File: config.mk
export PLATFORM = sky130hd
export DESIGN_NAME = extmem_bridge
export DESIGN_NICKNAME = d
export VERILOG_FILES = /design/src/rtl/extmem_bridge.sv
export SDC_FILE = /design/constraint.sdc
export NUM_CORES = 1
export LEC_CHECK = 0
export CAP_MARGIN = 30
export CORE_ASPECT_RATIO = 0.7
export CORE_MARGIN = 1.5
export CORE_UTILIZATION = 44
export DETAILED_ROUTE_END_ITERATION = 7
export GPL_ROUTABILITY_DRIVEN = 0
export GPL_TIMING_DRIVEN = 0
export PLACE_DENSITY = 0.81
export SETUP_SLACK_MARGIN = 0.3
export SYNTH_ARGS = -nofsm -noshare
export SYNTH_HDL_FRONTEND = slang
export SYNTH_SLANG_ARGS = --single-unit
export TNS_END_PERCENT = 10
File: constraint.sdc
create_clock -name clk -period 5.6 [get_ports clk]
set_input_delay 1.12 -clock clk [delete_from_list [all_inputs] [get_ports clk]]
set_output_delay 1.12 -clock clk [all_outputs]
set_load 0.05 [all_outputs]
File: src/rtl/extmem_bridge.sv
// extmem_bridge: one 32-bit word request as one or two 16-bit external bus phases.
// Optional per-phase watchdog with err reporting: define EXTMEM_TIMEOUT_EN.
module extmem_bridge #(
  parameter int unsigned WAIT = 1
) (
  input  logic        clk,
  input  logic        reset,
  input  logic [29:0] adr,
  input  logic [31:0] wdata,
  input  logic [3:0]  byteen,
  input  logic        rwb,
  input  logic        en,
  output logic [31:0] rdata,
  output logic        done,
  output logic        err,
  output logic [30:0] xadr,
  output logic [15:0] xdout,
  input  logic [15:0] xdin,
  output logic [1:0]  xbe,
  output logic        xwe,
  output logic        xcs,
  input  logic        xrdy
);

  typedef enum logic [1:0] {IDLE, LO, HI, DONE} state_t;

  state_t      state, state_n;
  logic [3:0]  cnt, cnt_n;
  logic [29:0] r_adr, r_adr_n;
  logic [31:0] r_wd, r_wd_n;
  logic [3:0]  r_be, r_be_n;
  logic        r_rwb, r_rwb_n;
  logic [31:0] rdata_n;
  logic        done_n, err_n;
  logic [30:0] xadr_n;
  logic [15:0] xdout_n;
  logic [1:0]  xbe_n;
  logic        xwe_n, xcs_n;
  logic        in_ph, fin, ent, abort;
`ifdef EXTMEM_TIMEOUT_EN
  logic [7:0]  wd, wd_n;
`endif

  always_comb begin
    state_n = state;
    cnt_n   = cnt;
    r_adr_n = r_adr;
    r_wd_n  = r_wd;
    r_be_n  = r_be;
    r_rwb_n = r_rwb;
    rdata_n = rdata;
    abort   = 1'b0;
    in_ph   = (state == LO) || (state == HI);
    fin     = in_ph && (cnt == 4'd0) && xrdy;
`ifdef EXTMEM_TIMEOUT_EN
    wd_n = wd;
    if (in_ph && !xrdy) begin
      wd_n  = wd + 8'd1;
      abort = (wd == 8'd254);
    end
`endif
    unique case (state)
      IDLE: begin
        if (en) begin
          r_adr_n = adr;
          r_wd_n  = wdata;
          r_be_n  = byteen;
          r_rwb_n = rwb;
          if (rwb)
            state_n = LO;
          else if (byteen == 4'd0)
            state_n = DONE;
          else if (byteen[1:0] == 2'd0)
            state_n = HI;
          else
            state_n = LO;
        end
      end
      LO: begin
        if (abort) begin
          state_n = DONE;
        end else if (fin) begin
          if (r_rwb)
            rdata_n[15:0] = xdin;
          if (!r_rwb && r_be[3:2] == 2'd0)
            state_n = DONE;
          else
            state_n = HI;
        end
      end
      HI: begin
        if (abort) begin
          state_n = DONE;
        end else if (fin) begin
          if (r_rwb)
            rdata_n[31:16] = xdin;
          state_n = DONE;
        end
      end
      DONE: state_n = IDLE;
    endcase

    // counter restarts on every phase entry, including LO -> HI
    ent = (state_n == LO || state_n == HI) && (state_n != state);
    if (ent)
      cnt_n = 4'(WAIT);
    else if (in_ph && cnt != 4'd0)
      cnt_n = cnt - 4'd1;
`ifdef EXTMEM_TIMEOUT_EN
    if (ent)
      wd_n = 8'd0;
`endif

    done_n  = (state_n == DONE);
    err_n   = abort;
    xcs_n   = (state_n == LO) || (state_n == HI);
    xwe_n   = xcs_n && !r_rwb_n;
    xadr_n  = xadr;
    xdout_n = xdout;
    xbe_n   = xbe;
    if (state_n == LO) begin
      xadr_n  = {r_adr_n, 1'b0};
      xdout_n = r_wd_n[15:0];
      xbe_n   = r_rwb_n ? 2'b11 : r_be_n[1:0];
    end else if (state_n == HI) begin
      xadr_n  = {r_adr_n, 1'b1};
      xdout_n = r_wd_n[31:16];
      xbe_n   = r_rwb_n ? 2'b11 : r_be_n[3:2];
    end
  end

  always_ff @(posedge clk or posedge reset) begin
    if (reset) begin
      state <= IDLE;
      cnt   <= 4'd0;
      r_adr <= '0;
      r_wd  <= '0;
      r_be  <= '0;
      r_rwb <= 1'b0;
      rdata <= '0;
      done  <= 1'b0;
      err   <= 1'b0;
      xadr  <= '0;
      xdout <= '0;
      xbe   <= '0;
      xwe   <= 1'b0;
      xcs   <= 1'b0;
`ifdef EXTMEM_TIMEOUT_EN
      wd    <= 8'd0;
`endif
    end else begin
      state <= state_n;
      cnt   <= cnt_n;
      r_adr <= r_adr_n;
      r_wd  <= r_wd_n;
      r_be  <= r_be_n;
      r_rwb <= r_rwb_n;
      rdata <= rdata_n;
      done  <= done_n;
      err   <= err_n;
      xadr  <= xadr_n;
      xdout <= xdout_n;
      xbe   <= xbe_n;
      xwe   <= xwe_n;
      xcs   <= xcs_n;
`ifdef EXTMEM_TIMEOUT_EN
      wd    <= wd_n;
`endif
    end
  end

endmodule

==> run metrics, run 1 <==
clock-pin slew on the worst setup and hold paths=0.06 ns; count leader, synth=dfrtp_1; mux contribution to synthesized area=26.3%; Max-slew headroom=40.4%; H-tree levels=4; die width=147 µm; synth unique cells=40; DR iter-0 viols=176; Post-DRT Antenna Nets=0; XOR/XNOR Fraction of Synth Area=0.276%; total I/O pin count=172; min-delay worst type=reg2reg; die height=104 µm; post-synthesis simple-gate area fraction=4.57%; Synth area leaders=dfrtp_1 62%, mux2_2 22%, nand2_1 2.4%; first-pass GRT wire length=22.9 mm; Post-Syn Area=6350 µm²; CP Capture Type=register; DRC viols=0; Tmin final=3.75 ns; Max Freq=0.266 GHz; Main synth FF type=dfrtp_1; GRT overflow=0; GRT Util Overall=19.6%; Yosys top cell by area=dfrtp_1; worst slew pin tran=0.892 ns; yosys warns=0; fin crit share=67.0%; Commonest cells post-synth=157 x dfrtp_1, 123 x mux2_2, 41 x nand2_1, 11 x mux2_1, 9 x o21ai_0; DIE AREA=15200 µm²; Mapped Cells=429; final-stage net count=716; vias after detailed routing=4080; Critical Path AT=4.05 ns; IO buf count=170; WL met3=825 µm; Adder-Cell Fraction of Synth Area=1.58%; Worst VDD drop=0.508 mV; max-slew violations=0; Final Total Pwr=0.00662 W; main combinational cell family by area after synthesis=multiplexers; Clock Latency Late Sink=0.41 ns; pwr dens=741 nW/µm²; layout cells sized above 1=29.0%; Post-CTS Resized=0; syn_area_per_cell=14.8 µm²; Setup crit start kind=input port; TritonRoute pass-1 iters=4; Post-synth ARST share=100%; CTS max path bufs=2; initial antenna violation count=0; CORE AREA=14000 µm²; number of synthesized flops with an enable pin=0; FP Rows=36; status=completed; Pleak=3.92 nW; post-synthesis sequential area ratio=61.8%; Hold Violations, Final=0; Area Overhead vs Synth=40.6%; max-cap viol count=0; clk_skew=0.00592 ns; Post-CTS Setup Inserts=0; number of synthesized register bits=157; WL/cell=17.1 µm; Initial Util=45.3%; setup violators final=0; hpwl dp=10.2 mm; Num CTS Buffers=17; RSZ-0062 raised after global routing=false; CP Data Required Time=5.89 ns; CTS sink count=157; hold_buf cts=0; TritonCTS clock tree=yes; Via-to-Cell Ratio=4.96; top layer in use=met4; Synth Area in Compound Gates=3.05%; met2 wire len=6.89 mm; Routed WL=14.0 mm; Synth top area share=61.8%; vias in the first global route=4373; crit-path max FO=10; net count after synthesis=524; maximum number of pins on one net before global-route repair=46; Post-Route Setup TNS=0 ns; WL met1=6.10 mm; clk root buf=clkbuf_16; WS Path Type=in2reg; Inserted Diodes=0
[metal layers]
layer	vias to the layer above	global-route usage [%]
met5	-	0
met4	0	6.85
met3	25	6.56
met2	111	31.4
met1	2046	24.8
li1	1898	-
[placed cells by master, fill, tap and decap left out, drive strengths merged]
master,synthesis,layout
clkdlybuf4s50,0,170
dfrtp,157,157
mux2,140,140
nand2,42,42
clkbuf,6,26
buf,14,17
o21ai,9,9
ha,8,8
mux2i,7,7
inv,6,6
a211oi,5,5
clkinv,0,5
nor2,4,4
a21oi,4,4
clkinvlp,0,3
nand3,3,3
nor3,3,3
nand2b,2,2
o41ai,2,2
xnor2,2,2
bufinv,0,2
o211ai,2,2
or4b,1,1
and2,1,1
or3b,1,1
and4bb,1,1
and3,1,1
o311ai,1,1
or3,1,1
a21o,1,1
o21a,1,1
a211o,1,1
nor3b,1,1
a2bb2oi,1,1
conb,1,1
[kinds of logic (layout without fill, tap and decap cells)]
| kind of cell | Yosys count | after routing |
|---|---|---|
| AO/OA/AOI/OAI | 27 | 27 |
| other | 1 | 1 |
| buffers and inverters | 26 | 229 |
| flip-flops | 157 | 157 |
| XOR/XNOR | 2 | 2 |
| multiplexers | 147 | 147 |
| AND/OR/NAND/NOR | 61 | 61 |
| adder cells (fa/ha/maj) | 8 | 8 |
[area by class of cell]
type | instances | area, µm²
inverters | 6 | 26.3
fillers | 1048 | 5080
well taps | 190 | 238
flip-flops and latches | 157 | 3930
clock inverters | 10 | 116
plain buffers | 20 | 126
clock buffers | 20 | 457
repair buffers | 173 | 1760
multi-input cells | 246 | 2270
[where the power goes]
part / switching, W / internal, W / leakage (nW) / total (W)
Combinational: 0.00207 / 0.00154 / 1.72 / 0.00361
Sequential: 0.000207 / 0.00168 / 1.92 / 0.00189
Clock: 0.000436 / 0.000675 / 0.278 / 0.00111
Total: 0.00271 / 0.00390 / 3.92 / 0.00662
[per-stage QoR]
step           cells  hold WS, ns  instance area (µm²)  setup slack (ns)  utilization [%]
3_5_place_dp     792        0.462                 8360              1.47             59.6
6_report         822        0.474                 8930              1.85             63.7
2_1_floorplan    429        0.456                 6360              2.31                -
5_1_grt          822        0.499                 8930              1.72             63.7
3_3_place_gp     789        0.459                 8300              1.30             59.2
4_1_cts          822        0.480                 8930              1.89             63.7
[critical path, cell delays in order]
cell             delay (ns)
clkdlybuf4s50_1        0.59
o211ai_1               0.13
o41ai_1                0.44
a211oi_2               0.15
ha_1                   0.32
buf_6                  0.15
inv_1                  0.08
buf_6                  0.16
clkbuf_1               0.50
mux2_2                 0.40
[worst paths after layout]
check / cells after the start / slack [ns] / startpoint / to
setup / recovery: 10 / 1.85 / en / xadr[29]
min in group asynchronous: 2 / 1.24 / reset / xdout[12]
max in group asynchronous: 3 / 3.65 / reset / xadr[24]
setup reg to reg: 11 / 2.13 / state[1] / xadr[29]
hold reg to reg: 2 / 0.47 / xdout[12] / xdout[12]
hold / removal: 2 / 0.47 / xdout[12] / xdout[12]
[sequential cells by signal, indices dropped and copies added (netlist names)]
name,flops
cnt,4
done,1
r_adr,30
r_be,4
r_rwb,1
r_wd,32
rdata,32
state,2
xadr,31
xbe,2
xcs,1
xdout,16
xwe,1
Note: power is estimated with default switching activity, not from simulation.
==> run 2, diff against run 1 <==
--- a/config.mk
+++ b/config.mk
@@ -8,11 +8,11 @@
 export CAP_MARGIN = 30
 export CORE_ASPECT_RATIO = 0.7
 export CORE_MARGIN = 1.5
-export CORE_UTILIZATION = 44
+export CORE_UTILIZATION = 48
 export DETAILED_ROUTE_END_ITERATION = 7
 export GPL_ROUTABILITY_DRIVEN = 0
 export GPL_TIMING_DRIVEN = 0
-export PLACE_DENSITY = 0.81
+export PLACE_DENSITY = 0.84
 export SETUP_SLACK_MARGIN = 0.3
 export SYNTH_ARGS = -nofsm -noshare
 export SYNTH_HDL_FRONTEND = slang
==> constraint.sdc (replaced) <==
create_clock -name clk -period 3.7 [get_ports clk]
set_input_delay 0.74 -clock clk [delete_from_list [all_inputs] [get_ports clk]]
set_output_delay 0.74 -clock clk [all_outputs]
set_load 0.05 [all_outputs]
==> run metrics, run 2 (synthesis results as in run 1) <==
status=completed; H-tree levels=4 (unchanged); Largest stage delay, worst path=0.48 ns (-0.11 ns); Tmin final=3.27 ns; internal power=0.00618 W (+58%); Critical Path AT=3.57 ns (-0.48 ns); Max Freq=0.306 GHz; total I/O pin count=172 (unchanged); Max-slew headroom=46.9% (+6.4 points); Clock Latency Late Sink=0.41 ns (about the same); crit-path leading delay family=buffers and inverters; vias in the first global route=4444 (+1.6%); most common cell after layout, fill and taps aside=clkdlybuf4s50_1; met2 Usage GRT=35.3% (+3.9 points); Buf/Inv on CP=3 (-2); combinational share of power=53.0% (-1.6 points); Final Total Pwr=0.0103 W (+56%); DR iter-0 viols=157 (-11%); Post-DRT Antenna Nets=0 (unchanged); hold_buf cts=0 (unchanged); sw frac=40.2% (-0.82 points); WS Path Type=reg2reg; GRT Util Overall=21.6% (+2.1 points); Via-to-Cell Ratio=5.14 (+3.5%); CTS max path bufs=2 (unchanged); clk root buf=clkbuf_16; initial antenna violation count=0 (unchanged); final-stage net count=716 (unchanged); Inserted Diodes=0 (unchanged); busiest grt layer=met2; max-slew violations=0 (unchanged); most frequent cells in the layout=170 x clkdlybuf4s50_1, 157 x dfrtp_1, 123 x mux2_2; hold slack final=0.480 ns (+0.00638 ns); setup violators final=0 (unchanged); vias after detailed routing=4083 (+0.074%); layout cells sized above 1=29.2% (+0.27 points); Seq pwr share=27.7% (-0.9 points); WP depth=11 (+1); clock-pin slew on the worst setup and hold paths=0.06 ns (about the same); FP Rows=34 (-5.6%); Final WS setup=0.428 ns (-1.42 ns); Worst VDD drop=0.679 mV (+34%); DIE AREA=13900 µm² (-8.1%); first-pass GRT wire length=23.3 mm (+1.8%); TritonRoute pass-1 iters=4 (unchanged); Num CTS Buffers=17 (unchanged); DRC viols=0 (unchanged); CTS sink count=157 (unchanged); CP Data Required Time=4.00 ns (-1.89 ns); crit path cell chain=inv_1, ha_1, and4bb_1, a211oi_1, a211oi_2, ha_1, clkbuf_1, buf_2, mux2_2, nand2_1, nand2_1; Post-CTS Resized=0 (unchanged); hpwl dp=10.2 mm (-0.65%); Net Switching=0.00416 W (+53%); pwr dens=1150 nW/µm² (+55%); IO buf count=170 (unchanged); CP Capture Type=register; fin crit share=88.4%; final core occ=71.0% (+7.2 points); Routed WL=14.2 mm (+0.94%); TritonCTS clock tree=yes; Area Overhead vs Synth=41.6%; max-cap viol count=0 (unchanged); worst reg2reg path depth=11 (unchanged); met1 usage=28.7% (+3.9 points); die height=99.3 µm (-4.1%); worst slew pin tran=0.795 ns (-0.0963 ns); GRT overflow=0 (unchanged); clk_skew=0.0144 ns (+0.00849 ns); WL/cell=17.8 µm (+4.4%); Place WS=-0.0543 ns (-1.52 ns); met3 Use GR=5.58% (-0.98 points); Post-CTS Setup Inserts=0 (unchanged); Hold Violations, Final=0 (unchanged); Crit-path slowest cell=clkbuf_1; Largest regs=r_wd: 32 flops, rdata: 32 flops, xadr: 31 flops; Clk pwr share=19.3% (+2.5 points); RSZ-0062 raised after global routing=true; Initial Util=50.1% (+4.8 points); Layout fillers=870 (-17%); maximum number of pins on one net before global-route repair=46 (unchanged); worst hold stages=2 (unchanged); CORE AREA=12700 µm² (-9.5%); Setup crit start kind=register; Pleak=3.96 nW (+1.2%); crit-path max FO=10 (unchanged); die width=141 µm (-4.2%); min-delay worst type=reg2reg
[run 2: worst min-delay path, delay by kind of cell (launching register included)]
kind | cells | cell delay [ns]
flops | 1 | 0.35
simple gates | 2 | 0.11
[run 2: power groups by stage]
stage / Clock [W] / Sequential [W] / Combinational [W]
floorplan: 0 / 0.00409 / 0.00270
global placement: 0 / 0.00285 / 0.00535
detailed placement: 0 / 0.00290 / 0.00551
CTS: 0.00203 / 0.00288 / 0.00554
global route: 0.00211 / 0.00296 / 0.00583
finish: 0.00199 / 0.00287 / 0.00548
[run 2: layer usage]
layer  share of wire [%]  up-vias
li1                    -     1892
met1                  46     2078
met2                  49       97
met3                 4.4       16
met4                 1.3        0
met5                   0        -
[run 2: cell type report]
| cell class | count | area, µm² | share of cell area [%] |
|---|---|---|---|
| multi-input combinational | 246 | 2270 | 25.3 |
| clock inverter | 12 | 233 | 2.59 |
| inverter | 6 | 26.3 | 0.292 |
| buffer | 20 | 128 | 1.42 |
| timing repair buffer | 173 | 1760 | 19.6 |
| clock buffer | 19 | 443 | 4.92 |
| sequential | 157 | 3930 | 43.7 |
| tap | 162 | 203 | 2.25 |
[run 2: final timing paths]
kind / endpoint / from / slack (ns)
hold reg to reg: xdout[8] / xdout[8] / 0.48
max in group asynchronous: state[1] / reset / 1.94
setup / recovery: xdout[6] / state[0] / 0.43
setup reg to reg: xdout[6] / state[0] / 0.43
hold / removal: xdout[8] / xdout[8] / 0.48
min in group asynchronous: r_adr[12] / reset / 0.84
[run 2: per-stage QoR]
step / std cells / setup TNS [ns] / cell area [µm²]
2_1_floorplan: 429 / 0 / 6360
5_1_grt: 795 / 0 / 9000
3_5_place_dp: 764 / -0.484 / 8320
4_1_cts: 795 / 0 / 9000
6_report: 795 / 0 / 9000
3_3_place_gp: 761 / -32.52 / 8260
==> run 3, diff against run 2 <==
--- a/config.mk
+++ b/config.mk
@@ -12,6 +12,7 @@
 export DETAILED_ROUTE_END_ITERATION = 7
 export GPL_ROUTABILITY_DRIVEN = 0
 export GPL_TIMING_DRIVEN = 0
+export HOLD_SLACK_MARGIN = 0.12
 export PLACE_DENSITY = 0.84
 export SETUP_SLACK_MARGIN = 0.3
 export SYNTH_ARGS = -nofsm -noshare
==> results of run 3 <==
The final DEF is identical to that of run 2; final timing and power are the same.
